==> src/rtl/uart_tx_fifo_pkg.sv <==
// ---------------------------------------------------------------------------
// uart_tx_fifo_pkg
//
// Shared definitions for the UART transmit buffer slice: character bus
// width, default FIFO depth / pacing gap / drop counter width, and a small
// helper that classifies a FIFO cycle into one of four operations so the
// occupancy update reads as a plain case statement.
//
// The sync_fifo sub-module imports this package. It is written to be reused
// later as the MMIO store buffer, so nothing here is UART-specific apart
// from the defaults.
// ---------------------------------------------------------------------------
package uart_tx_fifo_pkg;

    // Character bus: a0[7:0] from the putch path
    localparam int UART_CH_W       = 8;

    // Defaults for the top-level parameters
    localparam int UART_FIFO_DEPTH = 16;
    localparam int UART_GAP_CYCLES = 4;
    localparam int UART_DROP_W     = 16;

    typedef logic [UART_CH_W-1:0] uart_ch_t;

    // What the FIFO does on a given edge. Encoding is {pop, push} so the
    // helper below is a straight cast.
    typedef enum logic [1:0] {
        FIFO_OP_IDLE = 2'b00,
        FIFO_OP_PUSH = 2'b01,
        FIFO_OP_POP  = 2'b10,
        FIFO_OP_BOTH = 2'b11
    } fifo_op_e;

    function automatic fifo_op_e fifo_op(input logic push, input logic pop);
        return fifo_op_e'({pop, push});
    endfunction

endpackage

==> src/rtl/uart_tx_fifo_sync_fifo.sv <==
// ---------------------------------------------------------------------------
// sync_fifo
//
// Single-clock FIFO with synchronous active-high reset and a synchronous
// flush. Storage is a plain register array. Pointers are log2(DEPTH) bits
// and wrap naturally because DEPTH is a power of two; occupancy is tracked
// in a separate count register, which alone decides full/empty.
//
// Ports:
//   clock  in   system clock, all state changes on posedge
//   reset  in   synchronous active-high reset (highest priority)
//   flush  in   synchronous clear of pointers and count (below reset)
//   push   in   write request; ignored while full
//   wdata  in   data written at wr_ptr on an accepted push
//   pop    in   read request; ignored while empty
//   rdata  out  entry at rd_ptr, combinational (head of queue)
//   full   out  count == DEPTH
//   empty  out  count == 0
//   count  out  current occupancy, $clog2(DEPTH)+1 bits
// ---------------------------------------------------------------------------
module sync_fifo
    import uart_tx_fifo_pkg::*;
#(
    parameter int DEPTH = UART_FIFO_DEPTH,
    parameter int WIDTH = UART_CH_W
) (
    input  logic                     clock,
    input  logic                     reset,
    input  logic                     flush,
    input  logic                     push,
    input  logic [WIDTH-1:0]         wdata,
    input  logic                     pop,
    output logic [WIDTH-1:0]         rdata,
    output logic                     full,
    output logic                     empty,
    output logic [$clog2(DEPTH):0]   count
);

    localparam int AW = $clog2(DEPTH);
    localparam int CW = AW + 1;

    localparam logic [AW-1:0] PTR_ONE   = AW'(1);
    localparam logic [CW-1:0] CNT_ONE   = CW'(1);
    localparam logic [CW-1:0] CNT_DEPTH = CW'(DEPTH);

    logic [WIDTH-1:0] mem [DEPTH];
    logic [AW-1:0]    wr_ptr;
    logic [AW-1:0]    rd_ptr;

    logic push_ok;
    logic pop_ok;

    // Requests are qualified here so a caller can never corrupt the
    // occupancy: a push while full or a pop while empty is a no-op.
    assign full    = (count == CNT_DEPTH);
    assign empty   = (count == '0);
    assign push_ok = push && !full;
    assign pop_ok  = pop && !empty;
    assign rdata   = mem[rd_ptr];

    // Storage has no reset; stale contents are unreachable once the
    // pointers and count are cleared. Writes are blocked during reset and
    // flush so the array only changes on an accepted push.
    always_ff @(posedge clock) begin
        if (!reset && !flush && push_ok) begin
            mem[wr_ptr] <= wdata;
        end
    end

    // Pointer and occupancy update. A simultaneous push and pop advances
    // both pointers and leaves the count alone.
    always_ff @(posedge clock) begin
        if (reset) begin
            wr_ptr <= '0;
            rd_ptr <= '0;
            count  <= '0;
        end else if (flush) begin
            wr_ptr <= '0;
            rd_ptr <= '0;
            count  <= '0;
        end else begin
            case (fifo_op(push_ok, pop_ok))
                FIFO_OP_PUSH: begin
                    wr_ptr <= wr_ptr + PTR_ONE;
                    count  <= count + CNT_ONE;
                end
                FIFO_OP_POP: begin
                    rd_ptr <= rd_ptr + PTR_ONE;
                    count  <= count - CNT_ONE;
                end
                FIFO_OP_BOTH: begin
                    wr_ptr <= wr_ptr + PTR_ONE;
                    rd_ptr <= rd_ptr + PTR_ONE;
                end
                default: begin
                end
            endcase
        end
    end

endmodule

==> src/rtl/uart_tx_fifo.sv <==
// ---------------------------------------------------------------------------
// uart_tx_fifo
//
// Buffers characters from the core's putch path and drains them onto the
// SimTop UART output pins as single-cycle pulses, separated by a fixed idle
// gap so the host-side console model is never flooded. Writes that arrive
// while the buffer is full are dropped and counted for debug.
//
// Ports:
//   clock           in   system clock, all state changes on posedge
//   reset           in   synchronous active-high reset (highest priority)
//   wr_en           in   putch strobe, one character per asserted cycle
//   wr_ch           in   character to enqueue
//   flush           in   synchronous clear of queue and pacing state;
//                        a write in the same cycle is discarded uncounted
//   full            out  occupancy == DEPTH
//   empty           out  occupancy == 0
//   count           out  current occupancy
//   uart_out_valid  out  registered one-cycle pulse per character
//   uart_out_ch     out  registered character, meaningful while valid
//   drop_cnt        out  saturating count of writes rejected while full
// ---------------------------------------------------------------------------
module uart_tx_fifo
    import uart_tx_fifo_pkg::*;
#(
    parameter int DEPTH      = UART_FIFO_DEPTH,
    parameter int GAP_CYCLES = UART_GAP_CYCLES,
    parameter int DROP_W     = UART_DROP_W
) (
    input  logic                   clock,
    input  logic                   reset,
    input  logic                   wr_en,
    input  logic [UART_CH_W-1:0]   wr_ch,
    input  logic                   flush,
    output logic                   full,
    output logic                   empty,
    output logic [$clog2(DEPTH):0] count,
    output logic                   uart_out_valid,
    output logic [UART_CH_W-1:0]   uart_out_ch,
    output logic [DROP_W-1:0]      drop_cnt
);

    // Gap counter needs to hold GAP_CYCLES; keep at least one bit so a
    // zero gap still elaborates to a legal (always-zero) register.
    localparam int GW = (GAP_CYCLES > 0) ? $clog2(GAP_CYCLES + 1) : 1;

    localparam logic [GW-1:0]     GAP_LOAD = GW'(GAP_CYCLES);
    localparam logic [GW-1:0]     GAP_ONE  = GW'(1);
    localparam logic [DROP_W-1:0] DROP_ONE = DROP_W'(1);

    logic [GW-1:0] gap_cnt;
    uart_ch_t      head_ch;
    logic          push;
    logic          pop;
    logic          drop;

    // A write is accepted only if the buffer was not full before the edge.
    // A pop on the same edge does not rescue it: the slot is freed too late.
    // Flush swallows any concurrent write without counting it as a drop.
    assign push = wr_en && !full && !flush;
    assign drop = wr_en &&  full && !flush && !reset;

    // Emit the head character whenever something is queued and the idle
    // gap after the previous pulse has fully elapsed. The output register
    // only sees entries already stored, so a write can never bypass to the
    // output on the edge that stores it.
    assign pop = !empty && (gap_cnt == '0);

    sync_fifo #(
        .DEPTH (DEPTH),
        .WIDTH (UART_CH_W)
    ) u_fifo (
        .clock (clock),
        .reset (reset),
        .flush (flush),
        .push  (push),
        .wdata (wr_ch),
        .pop   (pop),
        .rdata (head_ch),
        .full  (full),
        .empty (empty),
        .count (count)
    );

    // Output register and pacing counter. Loading GAP_CYCLES on a pulse and
    // counting down to zero gives exactly GAP_CYCLES low cycles between
    // pulses while characters remain queued. The character register holds
    // its last value between pulses; only flush and reset stop pacing.
    always_ff @(posedge clock) begin
        if (reset) begin
            uart_out_valid <= 1'b0;
            uart_out_ch    <= '0;
            gap_cnt        <= '0;
        end else if (flush) begin
            uart_out_valid <= 1'b0;
            gap_cnt        <= '0;
        end else if (pop) begin
            uart_out_valid <= 1'b1;
            uart_out_ch    <= head_ch;
            gap_cnt        <= GAP_LOAD;
        end else begin
            uart_out_valid <= 1'b0;
            if (gap_cnt != '0) begin
                gap_cnt <= gap_cnt - GAP_ONE;
            end
        end
    end

    // Debug drop counter. Sticks at all-ones rather than wrapping so a
    // large overflow is never mistaken for a small one. Flush leaves it
    // untouched; only reset clears it.
    always_ff @(posedge clock) begin
        if (reset) begin
            drop_cnt <= '0;
        end else if (drop && (drop_cnt != '1)) begin
            drop_cnt <= drop_cnt + DROP_ONE;
        end
    end

endmodule

==> config.mk <==
export PLATFORM = sky130hd
export DESIGN_NAME = uart_tx_fifo
export DESIGN_NICKNAME = d
export VERILOG_FILES = /design/src/rtl/uart_tx_fifo_pkg.sv /design/src/rtl/uart_tx_fifo_sync_fifo.sv /design/src/rtl/uart_tx_fifo.sv
export SDC_FILE = /design/constraint.sdc
export NUM_CORES = 1
export LEC_CHECK = 0
export CAP_MARGIN = 20
export CORE_ASPECT_RATIO = 2
export CORE_MARGIN = 10
export CORE_UTILIZATION = 55
export CTS_BUF_LIST = sky130_fd_sc_hd__clkbuf_2 sky130_fd_sc_hd__clkbuf_4 sky130_fd_sc_hd__clkbuf_8
export DETAILED_ROUTE_END_ITERATION = 6
export GPL_TIMING_DRIVEN = 0
export MAX_ROUTING_LAYER = met4
export PLACE_DENSITY = 0.8
export REMOVE_ABC_BUFFERS = 1
export SYNTH_ARGS = -nofsm -noshare
export SYNTH_HDL_FRONTEND = slang
export SYNTH_HIERARCHICAL = 1
export SYNTH_SLANG_ARGS = --single-unit
==> constraint.sdc <==
create_clock -name clock -period 2.8 [get_ports clock]
set_clock_uncertainty 0.05 [all_clocks]
set_input_delay 0.28 -clock clock [delete_from_list [all_inputs] [get_ports clock]]
set_output_delay 0.28 -clock clock [all_outputs]
set_load 0.005 [all_outputs]
After elaboration in Yosys (flattened, before gate mapping)
Memory sizes are Yosys's and may differ from the RTL's. A register that Yosys moved wholly into a read port is not among the register bits.
Cells that the tools add are included.
W data, S select, Z words.
- $add $sub $neg: 6
- eq/ne operators: 5
- multiplexer cells: 6
- bitwise gates (word level): 1
- reductions and logical operators: 25
- operator list (operator ; number):
    $add A16 B1 Y16 const B ; 1
    $ne A16 B16 Y1 const B ; 1
    $logic_and A1 B1 Y1 ; 11
    $pmux W5 S2 ; 1
    $add A4 B1 Y4 const B ; 2
    $mux W3 ; 2
    $reduce_or A2 Y1 ; 3
    $add A5 B1 Y5 const B ; 1
    $eq A5 B5 Y1 const B ; 1
    $logic_not A5 Y1 ; 1
    $sub A5 B1 Y5 const B ; 1
    $eq A2 B2 Y1 const B ; 2
    $logic_not A1 Y1 ; 4
    $reduce_bool A2 Y1 ; 2
    $logic_not A3 Y1 ; 1
    $mux W1 ; 3
    $reduce_bool A3 Y1 ; 1
    $reduce_or A3 Y1 ; 1
    $sub A3 B1 Y3 const B ; 1
    $eq A2 B1 Y1 const B ; 1
    $reduce_and A2 Y1 ; 1
    $not A1 Y1 ; 1
- register bits after elaboration: 33
- bits in writable memories: 128
- input bits: 12
- output and inout bits: 32
- logic and storage cells: 51
- memories kept: 1
- memory list (memory ; depth ; bits a word ; rd ports ; clocked after memory_dff ; wr ports ; RTL line ; source):
    u_fifo.mem ; 16 ; 8 ; 1 ; 1 ; 1 ; uart_tx_fifo_sync_fifo.sv:46 ; logic [WIDTH-1:0] mem [DEPTH];

Longest topological paths before layout
- depth in word-level cells: 8
- gate-level depth with buffers: 13
- mapped depth without buffers: 12

Cells and area by module
Netlist, hierarchy kept.
- by module, submodules not included (module ; times used ; cells each ; area each (um^2) ; sequential area each (um^2)):
    sync_fifo ; 1 ; 317 ; 5739.3 ; 4184.0
    uart_tx_fifo ; 1 ; 159 ; 1355.0 ; 560.5

Worst setup path before layout
Ideal clock, no wire load.
- kind: reg2reg
- from: register u_fifo.count[3]
- to: register u_fifo.count[4]
- setup time: 0.072 ns
- arrival time: 2.960 ns
- required time: 2.678 ns
- path slack: -0.282 ns
- cell stages (with the launch flop): 14
- path buffers: 1
- period minus slack after synthesis: 3.082 ns
- path through: dfxtp_1 -> or4_4 -> nor2_1 -> nor3b_1 -> o21a_1 -> buf_6 -> inv_1 -> ha_1 -> inv_1 -> fa_1 -> nand2b_1 -> a21oi_1 -> mux2i_1 -> mux2i_1
- cells in the longest elaborated chain, start to end: 7
- elaborated cells between the ends (all ways): 15
- classes of those cells: add/sub (2); eq/ne (3); mux (1); reduce/logical (9)
- ends and longest elaborated chain (item ; RTL line ; source):
    start, declared ; uart_tx_fifo_sync_fifo.sv:36 ; output logic [$clog2(DEPTH):0] count
    start signal, assigned ; uart_tx_fifo_sync_fifo.sv:85 ; count <= count + CNT_ONE;
    start signal, assigned ; uart_tx_fifo_sync_fifo.sv:89 ; count <= count - CNT_ONE;
    $eq A5 B5 Y1 * ; uart_tx_fifo_sync_fifo.sv:55 ; assign full = (count == CNT_DEPTH);
    net full ; uart_tx_fifo.sv:35 ; output logic full,
    $logic_not A1 Y1 * ; uart_tx_fifo.sv:60 ; assign push = wr_en && !full && !flush;
    $logic_and A1 B1 Y1 * (2 in a row) ; uart_tx_fifo.sv:60 ;
    net push ; uart_tx_fifo.sv:53 ; logic push;
    $logic_and A1 B1 Y1 * ; uart_tx_fifo_sync_fifo.sv:57 ; assign push_ok = push && !full;
    $eq A2 B2 Y1 / $eq A2 B1 Y1 (equally long branches) ; uart_tx_fifo_sync_fifo.sv:82 ; case (fifo_op(push_ok, pop_ok))
    $pmux W5 S2 / $reduce_bool A2 Y1 (equally long branches) ; - ;
Mark *: on every way through the listed nets, which the timed path passes. The rest lies on a longest branch.
A chain may end at the register's enable or synchronous reset.

Worst setup path after layout
- from: register u_fifo.count[2]
- to: register u_fifo.count[4]
- cells in the longest elaborated chain, start to end: 7
- elaborated cells between the ends (all ways): 15
- classes of those cells: add/sub (2); eq/ne (3); mux (1); reduce/logical (9)
- ends and longest elaborated chain (item ; RTL line):
    $eq A5 B5 Y1 * ; uart_tx_fifo_sync_fifo.sv:55
    $logic_not A1 Y1 * ; uart_tx_fifo.sv:60
    $logic_and A1 B1 Y1 * (2 in a row) ; uart_tx_fifo.sv:60
    net push ; uart_tx_fifo.sv:53
    $logic_and A1 B1 Y1 * ; uart_tx_fifo_sync_fifo.sv:57
    $eq A2 B2 Y1 / $eq A2 B1 Y1 (equally long branches) ; uart_tx_fifo_sync_fifo.sv:82
    $pmux W5 S2 / $reduce_bool A2 Y1 (equally long branches) ; -
Marked as above.

==> impl_metrics.py <==
metrics = {
    "outcome": {
        "outcome": "completed",
    },
    "sta": {
        "fin_setup_tns_ns": 0,
        "setup_slack_ns": 0.0202,
        "fin_crit_ns": 2.78,
        "setup_violations": 0,
        "tightestPinTransition_ns": 1.05,
        "slew_viol_final": 0,
        "rsz0062_at_grt": "yes",
        "hold_ws_ns": 0.416,
        "slew_headroom": 0.303,
        "max_freq_mhz": 360,
        "finalCritPeriodShare": 0.993,
        "hold_violations": 0,
    },
    "power": {
        "leakage_nw": 2.65,
        "clkPwrFrac": 0.378,
        "p_int_w": 0.00350,
        "p_per_area_nw_per_um2": 565,
        "p_sw_frac": 0.247,
        "p_comb_frac": 0.029,
        "peakVddDrop_mv": 0.425,
        "p_switching_w": 0.00115,
        "pwr-share-seq": 0.593,
    },
    "logic_synthesis": {
        "yosys.area.top_type_share": 0.542,
        "synth_edf_count": 128,
        "synthesis.area_um2": 7090,
        "ys_ff_latch": 173,
        "synth_ff_type": "edfxtp_1",
        "synth.area.top_cells": "edfxtp_1, dfxtp_1, mux4_2",
        "async_flop_share": 0,
        "ys_seq_area_frac": 0.669,
        "yosysTopAreaCell": "edfxtp_1",
        "ys.warnings.count": 6,
        "netlist_instances": 476,
        "ys_types": 56,
        "synth.avg_cell_area_um2": 14.9,
    },
    "placed_design": {
        "portBuffers": 43,
        "preCtsSetupSlack_ns": -0.722,
        "dp_hpwl_um": 10200,
        "gp_congestion": 0.889,
    },
    "floorplan": {
        "die_area_um2": 18100,
        "die_h_um": 181,
        "rows": 58,
        "core_um2": 12600,
        "start_util": 0.562,
        "die_w_um": 100,
        "pin_count": 44,
    },
    "clocking": {
        "cts.sinks": 173,
        "clockRootBuffer": "clkbuf_8",
        "postCtsHoldBufs": 0,
        "h-tree-depth": 4,
        "clkLatencyLatePin_ns": 0.46,
        "cts_tree": "yes",
        "cts_made_buffers": 17,
        "cts_max_path_buffers": 2,
        "clkTransAtPathRegs_ns": 0.11,
    },
    "route": {
        "firstDrtPassIters": 5,
        "ant_nets": 0,
        "drt-wirelength-per-cell_um": 21.4,
        "vias_per_cell": 6.06,
        "num_vias": 4230,
        "wirelength_um": 14900,
        "drc_errors": 0,
        "initialDrtViolationCount": 278,
    },
    "final_layout": {
        "n_fill_cell": 865,
        "num_antenna_cells": 0,
        "nets": 561,
        "drive_gt1_frac": 0.203,
        "area_growth_pct": 16.0,
    },
    "worst_setup_path": {
        "cpLargestDelayFamily": "simple AND/OR/NAND/NOR gates",
        "crit_buf_inv": 2,
        "cp-start-kind": "flop",
        "critical_path.max_fanout": 5,
        "r2r_start": "u_fifo/count[2]",
        "r2r-end": "u_fifo/count[4]",
        "slowest_stage": "or4_4",
        "arrival_ns": 3.13,
        "rrSetupSlack_ns": 0.02,
        "reg2reg_depth": 12,
        "slowest_delay_ns": 0.57,
        "required_ns": 3.15,
        "worstSetupPathType": "reg2reg",
        "path_cells": "or4_4 -> nor2_4 -> nor3b_2 -> o21a_2 -> inv_2 -> ha_4 -> inv_2 -> fa_2 -> nand2b_4 -> a21oi_2 -> mux2i_1 -> mux2i_1",
        "end_kind": "flop",
    },
    "min_path": {
        "holdPathStages": 2,
        "hold_class": "reg2reg",
        "hold_path_startpoint": "uart_out_ch[1]",
        "whs_endpoint": "uart_out_ch[1]",
    },
    "global_route": {
        "grt-ovfl-total": 0,
        "grt_pass1_wl_um": 23400,
        "grt_pass1_vias": 4304,
        "grt_max_degree": 33,
        "antenna_found_initial": 0,
        "grt_usage": 0.171,
    },
    "job": {
        "drv_cap": 0,
    },
}
## how the worst max path moves through the flow
stage                          startpoint                 to  slack (ns)  depth (start not counted)
after floorplan           u_fifo/count[3]    u_fifo/count[4]       -0.28                         12
after global placement              reset   u_fifo/mem[9][1]       -0.62                          5
after detailed placement            reset  u_fifo/mem[10][6]       -0.72                          5
after CTS                 u_fifo/count[3]    u_fifo/count[4]       -0.18                         12
after global routing      u_fifo/count[2]    u_fifo/count[4]        -0.1                         12
final                     u_fifo/count[2]    u_fifo/count[4]        0.02                         12
## logic make-up (layout without fill, tap and decap cells)
| kind of cell | count (synthesis) | count (layout) | synth area share |
|---|---|---|---|
| and+or+nand+nor | 143 | 143 | 0.103 |
| muxes | 36 | 36 | 0.107 |
| adders and majority gates | 14 | 14 | 0.0258 |
| buffers and inverters | 35 | 107 | 0.0220 |
| DFF | 173 | 173 | 0.669 |
| AOI/OAI and AO/OA | 69 | 69 | 0.0658 |
| xor gates and xnor gates | 6 | 6 | 0.00741 |
## layout by cell type, fill, tap and decap left out, types with 10 or more instances in the layout
cell type,instances
nor2_1,42
a22oi_1,16
a21oi_1,22
mux4_2,32
clkdlybuf4s50_1,42
dfxtp_1,40
clkbuf_8,17
nand3_1,10
inv_1,15
edfxtp_1,128
nand2_1,36
ha_1,12
buf_4,12
## power groups by stage
| stage | Sequential, W | Clock (W) | Combinational, W |
|---|---|---|---|
| after global placement | 0.00282 | 0 | 0.000114 |
| after detailed placement | 0.00282 | 0 | 0.000123 |
| after CTS | 0.00276 | 0.00179 | 0.000127 |
| final | 0.00276 | 0.00176 | 0.000135 |
| after floorplan | 0.00282 | 0 | 0.0000515 |
| after global routing | 0.00276 | 0.00190 | 0.000149 |
## registers in the layout (all words and copies together), names as in the netlist, named ones only
name / cells
drop_cnt: 16
gap_cnt: 3
u_fifo/count: 5
u_fifo/mem: 128
u_fifo/rd_ptr: 4
u_fifo/wr_ptr: 4
uart_out_ch: 8
uart_out_valid: 1
## area by class of cell
class | count | area, um^2 | share of cell area
well taps | 150 | 188 | 0.0228
inverters | 17 | 63.8 | 0.00775
repair buffers | 58 | 552 | 0.0670
multi-input cells | 268 | 2250 | 0.273
flip-flops and latches | 173 | 4760 | 0.578
clock inverters | 15 | 191 | 0.0233
clock buffers | 17 | 234 | 0.0284
## per-stage QoR
step                      utilization  cell area, um^2  instances  power [W]
after floorplan                     -             7000        458    0.00287
after global placement          0.603             7620        651    0.00293
after detailed placement        0.606             7650        653    0.00294
after CTS                       0.642             8110        686    0.00468
after global routing            0.652             8230        698    0.00481
final                           0.652             8230        698    0.00465
## cell usage after synthesis (2+ instances only)
| cell type | n |
|---|---|
| and4_1 | 3 |
| clkbuf_1 | 8 |
| o311ai_0 | 4 |
| a22oi_1 | 16 |
| nand4_1 | 4 |
| o41ai_1 | 4 |
| nand3_1 | 10 |
| or4_4 | 2 |
| o31ai_1 | 3 |
| buf_2 | 6 |
| nor4_1 | 3 |
| dfxtp_1 | 45 |
| a211oi_1 | 3 |
| ha_1 | 13 |
| nand2_1 | 36 |
| nor2b_1 | 4 |
| mux2i_1 | 4 |
| nand2b_1 | 2 |
| nand3b_1 | 2 |
| a21oi_1 | 23 |
| buf_1 | 2 |
| xor2_1 | 5 |
| nor2_1 | 47 |
| inv_1 | 17 |
| edfxtp_1 | 128 |
| or3_1 | 5 |
| or4_1 | 3 |
| o21ai_0 | 6 |
| or2_2 | 2 |
| mux4_2 | 32 |
| nor3_1 | 9 |
## tightest hold or removal path, delay by kind of cell (launching register included)
family / cells / cell delay (ns)
AOI/OAI and AO/OA: 1 / 0.05
and+or+nand+nor: 1 / 0.05
DFF: 1 / 0.33
## layer usage
metal / track usage / routed length, um / up-vias / part of all wire
met5: - / 0 / - / 0
met4: 0.0523 / 247 / 0 / 0.017
met3: 0.0438 / 747 / 20 / 0.050
met2: 0.305 / 8420 / 134 / 0.56
met1: 0.176 / 5500 / 2114 / 0.37
li1: - / - / 1962 / -
## what timing repair did
item | 4_1_cts | 5_1_grt
gates resized for setup | 10 | 12
setup endpoints to repair | 120 | 69
setup buffers | 1 | 11
pin swaps | 0 | 4
Note: power is estimated with default switching activity, not from simulation.
